$ cat config.mk
export PLATFORM = sky130hd
export DESIGN_NAME = pipe_hazard_ctrl
export DESIGN_NICKNAME = d
export VERILOG_FILES = /design/src/rtl/pipe_ctrl_pkg.sv /design/src/rtl/pipe_hazard_ctrl_fetch_squash_tracker.sv /design/src/rtl/pipe_hazard_ctrl.sv
export SDC_FILE = /design/constraint.sdc
export NUM_CORES = 1
export LEC_CHECK = 0
export ABC_AREA = 1
export ABC_CLOCK_PERIOD_IN_PS = 6450
export CAP_MARGIN = 20
export CORE_ASPECT_RATIO = 1.2
export CORE_UTILIZATION = 48
export DETAILED_ROUTE_END_ITERATION = 12
export PLACE_DENSITY_LB_ADDON = 0.08
export SYNTH_ARGS = -nofsm -noshare
export SYNTH_HDL_FRONTEND = slang
export SYNTH_HIERARCHICAL = 1
export SYNTH_SLANG_ARGS = --single-unit
$ cat constraint.sdc
create_clock -name clk -period 6.45 [get_ports clk]
set_input_delay 1.935 -clock clk [delete_from_list [all_inputs] [get_ports clk]]
set_output_delay 1.935 -clock clk [all_outputs]
set_load 0.01 [all_outputs]
$ cat src/rtl/pipe_ctrl_pkg.sv
// Shared types and helpers for the pipeline hazard controller.
package pipe_ctrl_pkg;

  localparam int MAX_NSTAGE = 32;
  localparam int IDX_W      = 5;

  typedef logic [IDX_W-1:0]      stage_idx_t;
  typedef logic [IDX_W-1:0]      redir_idx_t;
  typedef logic [MAX_NSTAGE-1:0] stage_mask_t;

  // Default stage of each redirect source: exception at writeback, branch and
  // jr at execute, early decode redirect at stage 2.
  localparam stage_idx_t [0:3] REDIR_STAGE_DEF = {5'd7, 5'd5, 5'd5, 5'd2};

  // Stages younger than s are bubbled; s itself only when the source kills itself.
  function automatic stage_mask_t flushMask(input stage_idx_t s, input logic killSelf);
    stage_mask_t m;
    m = '0;
    for (int k = 0; k < MAX_NSTAGE; k++) begin
      if ((k < int'(s)) || (killSelf && (k == int'(s)))) m[k] = 1'b1;
    end
    return m;
  endfunction

  // A stall at s holds s and every younger stage.
  function automatic stage_mask_t stallMask(input stage_idx_t s);
    stage_mask_t m;
    m = '0;
    for (int k = 0; k < MAX_NSTAGE; k++) begin
      if (k <= int'(s)) m[k] = 1'b1;
    end
    return m;
  endfunction

endpackage

$ cat src/rtl/pipe_hazard_ctrl_fetch_squash_tracker.sv
// Tracks outstanding I-fetch requests and how many in-flight responses belong
// to a redirected (dead) fetch stream, so they are dropped rather than stalling fetch.
module fetch_squash_tracker #(
  parameter int MAX_INFLIGHT = 4
) (
  input  logic clk,
  input  logic resetn,
  input  logic if_req_fire,
  input  logic if_resp_valid,
  input  logic redirGrant,
  output logic resp_drop,
  output logic squash_busy,
  output logic cnt_err
);

  localparam int CW = $clog2(MAX_INFLIGHT + 1);

  logic [CW-1:0] inflight;
  logic [CW-1:0] squash;

  // In-flight counter with sticky overflow/underflow detection.
  always_ff @(posedge clk or negedge resetn) begin
    if (!resetn) begin
      inflight <= '0;
      cnt_err  <= 1'b0;
    end else begin
      case ({if_req_fire, if_resp_valid})
        2'b10: begin
          if (inflight == CW'(MAX_INFLIGHT)) cnt_err <= 1'b1;
          else inflight <= inflight + CW'(1);
        end
        2'b01: begin
          if (inflight == '0) cnt_err <= 1'b1;
          else inflight <= inflight - CW'(1);
        end
        default: inflight <= inflight;
      endcase
    end
  end

  // Squash counter: reloaded (never accumulated) on a redirect; a response in
  // the redirect cycle is already dropped, and a request fired in that cycle is
  // on the new path, so neither is counted.
  always_ff @(posedge clk or negedge resetn) begin
    if (!resetn) begin
      squash <= '0;
    end else if (redirGrant) begin
      if (if_resp_valid) squash <= (inflight != '0) ? inflight - CW'(1) : '0;
      else squash <= inflight;
    end else if (if_resp_valid && (squash != '0)) begin
      squash <= squash - CW'(1);
    end
  end

  // Drop any response arriving while the old stream is being drained.
  always_comb begin
    squash_busy = (squash != '0);
    resp_drop   = resetn & if_resp_valid & (redirGrant | (squash != '0));
  end

endmodule

$ cat src/rtl/pipe_hazard_ctrl.sv
// Pipeline hazard controller: age-ordered arbitration of stall and redirect
// requests, per-stage stall/flush generation and fetch-queue flush.
module pipe_hazard_ctrl
  import pipe_ctrl_pkg::*;
#(
  parameter int                        NSTAGE          = 8,
  parameter int                        NREDIR          = 4,
  parameter int                        MAX_INFLIGHT    = 4,
  parameter stage_idx_t [0:NREDIR-1]   REDIR_STAGE     = REDIR_STAGE_DEF,
  parameter logic [NREDIR-1:0]         REDIR_KILL_SELF = 4'b0001,
  parameter logic [NREDIR-1:0]         REDIR_PREEMPT   = 4'b0001,
  parameter int                        QUE_STAGE       = 2
) (
  input  logic              clk,
  input  logic              resetn,
  input  logic [NSTAGE-1:0] stall_req,
  input  logic [NREDIR-1:0] redir_req,
  input  logic              if_req_fire,
  input  logic              if_resp_valid,
  output logic [NSTAGE-1:0] stall,
  output logic [NSTAGE-1:0] flush,
  output logic              que_flush,
  output logic [NREDIR-1:0] redir_grant,
  output logic              resp_drop,
  output logic              squash_busy,
  output logic              cnt_err
);

  logic found;
  logic winIsRedir;
  logic winKill;
  int   winStage;
  int   winSrc;

  // Oldest stage first; within a stage: preempting redirect, stall, other redirect.
  always_comb begin
    found      = 1'b0;
    winIsRedir = 1'b0;
    winKill    = 1'b0;
    winStage   = 0;
    winSrc     = 0;
    for (int s = NSTAGE - 1; s >= 0; s--) begin
      for (int r = 0; r < NREDIR; r++) begin
        if (!found && redir_req[r] && REDIR_PREEMPT[r] && (int'(REDIR_STAGE[r]) == s)) begin
          found      = 1'b1;
          winIsRedir = 1'b1;
          winKill    = REDIR_KILL_SELF[r];
          winStage   = s;
          winSrc     = r;
        end
      end
      if (!found && stall_req[s]) begin
        found    = 1'b1;
        winStage = s;
      end
      for (int r = 0; r < NREDIR; r++) begin
        if (!found && redir_req[r] && !REDIR_PREEMPT[r] && (int'(REDIR_STAGE[r]) == s)) begin
          found      = 1'b1;
          winIsRedir = 1'b1;
          winKill    = REDIR_KILL_SELF[r];
          winStage   = s;
          winSrc     = r;
        end
      end
    end
  end

  // Turn the winner into stall/flush/grant masks; reset forces a full flush.
  always_comb begin
    stall       = '0;
    flush       = '0;
    que_flush   = 1'b0;
    redir_grant = '0;
    if (!resetn) begin
      flush     = '1;
      que_flush = 1'b1;
    end else if (found && winIsRedir) begin
      flush     = NSTAGE'(flushMask(stage_idx_t'(winStage), winKill));
      que_flush = (winStage > QUE_STAGE) || ((winStage == QUE_STAGE) && winKill);
      for (int r = 0; r < NREDIR; r++) redir_grant[r] = (r == winSrc);
    end else if (found) begin
      stall = NSTAGE'(stallMask(stage_idx_t'(winStage)));
      for (int k = 0; k < NSTAGE; k++) flush[k] = (k == winStage + 1);
    end
  end

  fetch_squash_tracker #(
    .MAX_INFLIGHT(MAX_INFLIGHT)
  ) u_tracker (
    .clk          (clk),
    .resetn       (resetn),
    .if_req_fire  (if_req_fire),
    .if_resp_valid(if_resp_valid),
    .redirGrant   (|redir_grant),
    .resp_drop    (resp_drop),
    .squash_busy  (squash_busy),
    .cnt_err      (cnt_err)
  );

endmodule

==> results of run 1 <==
==> sequential cells by signal, summed over array words and instances (netlist names) <==
signal / cells
u_tracker/inflight: 3
u_tracker/squash: 3
u_tracker/cnt_err: 1
==> power breakdown <==
| group | switching (W) | total (W) | internal [W] |
|---|---|---|---|
| registers | 0.0000238 | 0.0000867 | 0.0000629 |
| logic | 0.000120 | 0.000216 | 0.0000962 |
| clock network | 0.0000173 | 0.0000410 | 0.0000237 |
==> layout make-up <==
type | count | area, µm² | share of cell area, %
clock buffer | 4 | 26.28 | 1.607
inverter | 41 | 156.4 | 9.564
multi-input combinational | 125 | 789.5 | 48.28
sequential | 7 | 175.2 | 10.71
tap | 30 | 37.54 | 2.295
timing repair buffer | 46 | 450.4 | 27.54
==> critical path: stages <==
cell and delay [ps]:
clkdlybuf4s50_1 400, inv_1 130, nand3_4 120, nand2_1 80, nand2_1 70, a21oi_2 170
nand2_2 90, nand2_2 60, inv_2 40, ha_1 340, inv_1 90, nor2_4 140
nand4_1 100, nand2_1 70, clkdlybuf4s50_1 530
==> metrics by stage <==
| step | utilization (%) | hold slack (ps) | total power, W | cells |
|---|---|---|---|---|
| CTS | 74.23 | 481.5 | 0.0003425 | 251 |
| finish | 77.25 | 479.6 | 0.0003439 | 253 |
| detailed placement | 72.99 | 466.4 | 0.0002989 | 247 |
| global route | 77.25 | 509.1 | 0.0003771 | 253 |
| global placement | 72.99 | 449.5 | 0.0002875 | 247 |
| floorplan | - | 448.8 | 0.0002400 | 176 |
==> layout by cell type (no fill, tap or decap), drive strengths merged <==
| master | instances |
|---|---|
| nand2 | 47 |
| dlymetal6s2s | 3 |
| a21oi | 8 |
| nor2 | 26 |
| nor3 | 5 |
| nand3 | 10 |
| o21ai | 7 |
| o211ai | 1 |
| clkbuf | 4 |
| nand3b | 1 |
| xnor2 | 2 |
| nand4 | 8 |
| clkdlybuf4s50 | 36 |
| nor4 | 1 |
| inv | 41 |
| dfrtp | 7 |
| buf | 7 |
| ha | 8 |
| xor2 | 1 |
==> routing by layer <==
metal	global-route usage [%]	part of all wire [%]
met1	27.31	39
met2	46.19	53
met3	2.970	5.4
met4	14.22	2.0
met5	0	0
==> worst max-delay path by stage <==
| stage | from | end | slack (ps) | depth (start not counted) |
|---|---|---|---|---|
| 2_1_floorplan | stall_req[5] | flush[6] | 1120 | 13 |
| 3_3_place_gp | stall_req[5] | flush[7] | 130 | 15 |
| 3_5_place_dp | redir_req[0] | flush[3] | 10 | 13 |
| 4_1_cts | redir_req[0] | flush[3] | 7 | 13 |
| 5_1_grt | redir_req[1] | flush[5] | -10 | 15 |
| 6_report | stall_req[5] | flush[6] | 130 | 15 |
==> timing repair <==
item / in CTS / in global routing
hold buffers: 0 / 0
hold endpoints to repair: 0 / 0
endpoints found under the setup margin: 0 / 8
setup buffers: 0 / 2
resized for setup: 0 / 12
==> cell families (layout without fill, tap and decap cells) <==
logic type / count (synthesis) / count (layout) / share of synthesized area (%)
and+or+nand+nor: 98 / 98 / 47.56
buffers and inverters: 44 / 91 / 16.23
AOI/OAI and AO/OA: 16 / 16 / 8.172
adders and majority gates: 8 / 8 / 9.081
DFF: 7 / 7 / 15.89
xor gates and xnor gates: 3 / 3 / 3.065
==> impl_metrics.yaml, run 1 <==
outcome:
  status: "finished clean"
drt:
  wl_per_cell_um: 12.11
  drt-initial-drc-count: 21
  drt_wl_total_um: 3063
  ant_nets: 0
  routed_via_density: 4.992
  vias: 1263
  drc_errors: 0
  drtPass1Iterations: 4
synthesis:
  synth_edf_count: 0
  synth_fp_nets: 200
  synth-seq-cells: 7
  synth_cell_types: 30
  ys_seq_area_share_pct: 15.89
  syn_area_mm2: 0.001102
  syn_inst: 176
  synth_top_cell_area_share_pct: 15.89
  yosys-top-cells-count: "nand2_1, inv_1, nor2_1"
  synth_most_common_cell: "nand2_1"
  synth_area_per_cell_um2: 6.263
  synth_largest_area_cell: "dfrtp_1"
  yosysWarnings: 6
  synth_flop_cell: "dfrtp_1"
  async_reset_ff_share_pct: 100.0
  synth.area.top_cells: "dfrtp_1, nand2_1, inv_1, ha_1, nor2_1"
critical_path:
  worst-r2r-cell-count: 9
  timing_worst_setup_path_type: "input port to output pin"
  endpoint_kind: "output pin"
  cp_max_fo: 4
  ff2ff_setup_slack_ps: 5000
  reg2reg_to: "u_tracker/inflight[2]$_DFFE_PN0P_"
  required_ps: 4510
  r2r_start: "u_tracker/inflight[0]$_DFFE_PN0P_"
  cp.arrival_ps: 4380
  start_kind: "input port"
clocking:
  cts-root-buf: "clkbuf_4"
  cts.sinks: 7
  clk_pin_slew_ps: 50
  cts_tree: "yes"
  htree_levels: 1
  cts_buffers: 3
  clk_path_buf_depth: 2
  clock_latency_ps: 260
layout:
  n_antenna_cell: 0
  fill_cells: 178
  final_area_mm2: 0.001635
  layout-drive-gt1-share_pct: 19.73
  final_nets: 248
  area_growth_syn_to_layout_pct: 48.35
power_and_ir_drop:
  powerDensity_mw_per_mm2: 210.3
  vdd_drop_max_v: 0.0002364
  leakage_nw: 0.8092
worst_hold_path:
  hp-start: "u_tracker/cnt_err$_DFFE_PN0P_"
  min_path_cells: 2
  hold_end: "u_tracker/cnt_err$_DFFE_PN0P_"
  hold_class: "flop to flop"
placed_design:
  pre_cts_ws_ps: 11.35
  place_area_mm2: 0.001545
  port_buffers: 39
  gp_congestion: 0.9623
  place_hpwl_um: 2410
global_route:
  grt_max_degree: 12
  grt_pass1_vias: 1173
  grt-ovfl-total: 0
  grt_pass1_wl_um: 4650
  grt_usage_pct: 25.12
  antenna_found_initial: 0
job:
  cap_violations: 0
floorplanning:
  num_rows: 18
  ios: 40
  die_y_um: 54.50
  die_area_mm2: 0.002493
  core_mm2: 0.002117
  chipWidth_um: 45.75
  start_util_pct: 52.07
sta:
  fin_skew_ps: 0.1093
  setup_viol: 0
  fin_crit_ps: 6316
  drv_slew: 0
  max_freq_ghz: 0.1583
  slew-limit-headroom_pct: 73.40
  hold_viol: 0
  period_share_pct: 97.92
  fin_ws_ps: 133.9
  fin_setup_tns_ps: 0
  worstMarginPinSlew_ps: 397.8
Power figures use the tool's default switching activity.
==> inputs of run 2 (changes only) <==
--- a/config.mk
+++ b/config.mk
@@ -12,5 +12,5 @@
 export CORE_UTILIZATION = 48
 export DETAILED_ROUTE_END_ITERATION = 12
-export PLACE_DENSITY_LB_ADDON = 0.08
+export PLACE_DENSITY_LB_ADDON = 0.2
 export SYNTH_ARGS = -nofsm -noshare
 export SYNTH_HDL_FRONTEND = slang
==> constraint.sdc (replaced) <==
create_clock -name clk -period 6.45 [get_ports clk]
set_input_delay 1.935 -clock clk [delete_from_list [all_inputs] [get_ports clk]]
set_output_delay 1.935 -clock clk [all_outputs]
set_load 0.005 [all_outputs]
==> run 2 against run 1 <==
Against the previous run: clock skew rose by 5.3 ps; total power down 1.2%; global-route usage increased by 1.9 points; via count up 0.40%; sequential share of layout area grew 0.34 points; highest routed layer unchanged; largest power group unchanged; sequential power is essentially flat; fmax is 0.28% higher; critical path depth down 2; setup slack better by 18 ps.
==> impl_metrics.yaml, run 2 (synthesis gave the netlist of run 1 again) <==
critical_path:
  cp_max_fo: 6
  required_ps: 4510
  ff2ff_setup_slack_ps: 4940
  start_kind: "input port"
  timing_worst_setup_path_type: "input port to output pin"
  endpoint_kind: "output pin"
  cp.arrival_ps: 4360
floorplanning:
  die_y_um: 54.50
  ios: 40
  start_util_pct: 52.07
  core_mm2: 0.002117
  chipWidth_um: 45.75
  die_area_mm2: 0.002493
  num_rows: 18
drt:
  drt_wl_total_um: 2987
  wirelength_met1_um: 1126
  wl_met2_um: 1688
  wl_per_cell_um: 11.90
  ant_nets: 0
  vias: 1268
  top_layer: "met4"
  wl_met3_um: 150
  drtPass1Iterations: 4
  drt-initial-drc-count: 26
  routed_via_density: 5.052
  drc_errors: 0
global_route:
  grt_pass1_wl_um: 4823
  antenna_found_initial: 0
  grt_max_degree: 13
  grt-ovfl-total: 0
  grt_usage_pct: 26.98
  grt_pass1_vias: 1148
layout:
  layout_common_cells: "nand2_1, clkdlybuf4s50_1, inv_1"
  layout.cells.non_filler: 251
  multi_input_area_um2: 762.0
  area_growth_syn_to_layout_pct: 43.81
  final_nets: 246
  postLayoutCoreUtil_pct: 74.88
  layout-drive-gt1-share_pct: 18.55
  fill_cells: 193
  seqCellArea_um2: 175.2
  n_antenna_cell: 0
  reg_top3: "u_tracker/inflight (3), u_tracker/squash (3), u_tracker/cnt_err (1)"
  final_common_cell: "nand2_1"
clocking:
  cts_tree: "yes"
  cts-root-buf: "clkbuf_4"
  htree_levels: 1
  cts.sinks: 7
  clock_latency_ps: 250
  clk_pin_slew_ps: 50
  ctsHoldBuffers: 0
  clk_path_buf_depth: 2
  cts_buffers: 3
power_and_ir_drop:
  p_comb_share_pct: 63.0
  leakage_nw: 0.7722
  p_sw_w: 0.0001577
  seq_power_share_pct: 25.5
  p_int_w: 0.0001820
  clockPowerShare_pct: 11.5
  vdd_drop_max_v: 0.0002689
  p_sw_share_pct: 46.41
  powerDensity_mw_per_mm2: 214.3
sta:
  fin_crit_ps: 6299
  worstMarginPinSlew_ps: 410.6
  drv_slew: 0
  period_share_pct: 97.65
  max_freq_ghz: 0.1588
  hold_viol: 0
  fin_skew_ps: 5.434
  rsz0062_at_grt: "no"
  fin_setup_tns_ps: 0
  setup_viol: 0
  slew-limit-headroom_pct: 72.54
placed_design:
  gp_congestion: 1.040
  place_hpwl_um: 2431
  port_buffers: 39
  place_inst: 247
worst_hold_path:
  hold_class: "flop to flop"
job:
  cap_violations: 0
outcome:
  status: "finished clean"
[run 2: cell count changes in the layout (fill, tap and decap cells not counted), sizes merged]
cell           previous run  this run
buf                       7         5
clkdlybuf4s50            36        39
dlymetal6s2s              3         0
[run 2: layout make-up]
type / instances / area share [%]
multi-input combinational: 125 / 48.07
clock buffer: 4 / 1.657
inverter: 41 / 9.866
tap: 30 / 2.368
sequential: 7 / 11.05
timing repair buffer: 44 / 26.99
[run 2: path summary, 6_finish.rpt]
| check | cells past startpoint | from | end |
|---|---|---|---|
| setup / recovery | 13 | redir_req[0] | flush[2] |
| hold / removal | 2 | u_tracker/squash[1]$_DFFE_PN0P_ | u_tracker/squash[1]$_DFFE_PN0P_ |
| setup reg to reg | 9 | u_tracker/inflight[0]$_DFFE_PN0P_ | u_tracker/inflight[2]$_DFFE_PN0P_ |
| hold reg to reg | 2 | u_tracker/squash[1]$_DFFE_PN0P_ | u_tracker/squash[1]$_DFFE_PN0P_ |
| max in group asynchronous | 2 | resetn | u_tracker/squash[0]$_DFFE_PN0P_ |
| min in group asynchronous | 2 | resetn | u_tracker/inflight[0]$_DFFE_PN0P_ |
[run 2: power groups by stage]
stage	clock network (W)	logic (W)	registers (W)
after floorplan	0	0.000160	0.0000755
after global placement	0	0.000199	0.0000849
after detailed placement	0	0.000210	0.0000867
after CTS	0.0000411	0.000214	0.0000861
after global routing	0.0000426	0.000241	0.0000896
final	0.0000389	0.000214	0.0000866
[run 2: critical path, stage by stage]
cell and delay (ps):
clkdlybuf4s50_1 470, nor2_4 180, nand3_4 100, nor2_4 170
nand4_2 140, nand3_2 110, nand2_2 60, inv_2 70
ha_1 250, nor2_2 190, nand4_1 130, nand2_1 70
clkdlybuf4s50_1 490
[run 2: timing repair]
action,in CTS,in global routing
resized for setup,0,4
setup endpoints to repair,0,8
setup buffers,0,0
[run 2: per-stage QoR]
stage	power [W]	hold WS [ps]	instance area, µm²	setup WS, ps
floorplan	0.0002360	448.8	1102	1156
global placement	0.0002838	448.7	1545	138.9
detailed placement	0.0002969	463.7	1545	89.83
CTS	0.0003407	479.5	1572	85.47
global route	0.0003731	504.9	1585	15.29
finish	0.0003397	472.0	1585	151.5
[run 2: routing by layer]
layer  up-vias  track usage (%)
met5         -                0
met4         0            12.25
met2        52            53.81
li1        634                -
met1       578            27.16
met3         4            2.970
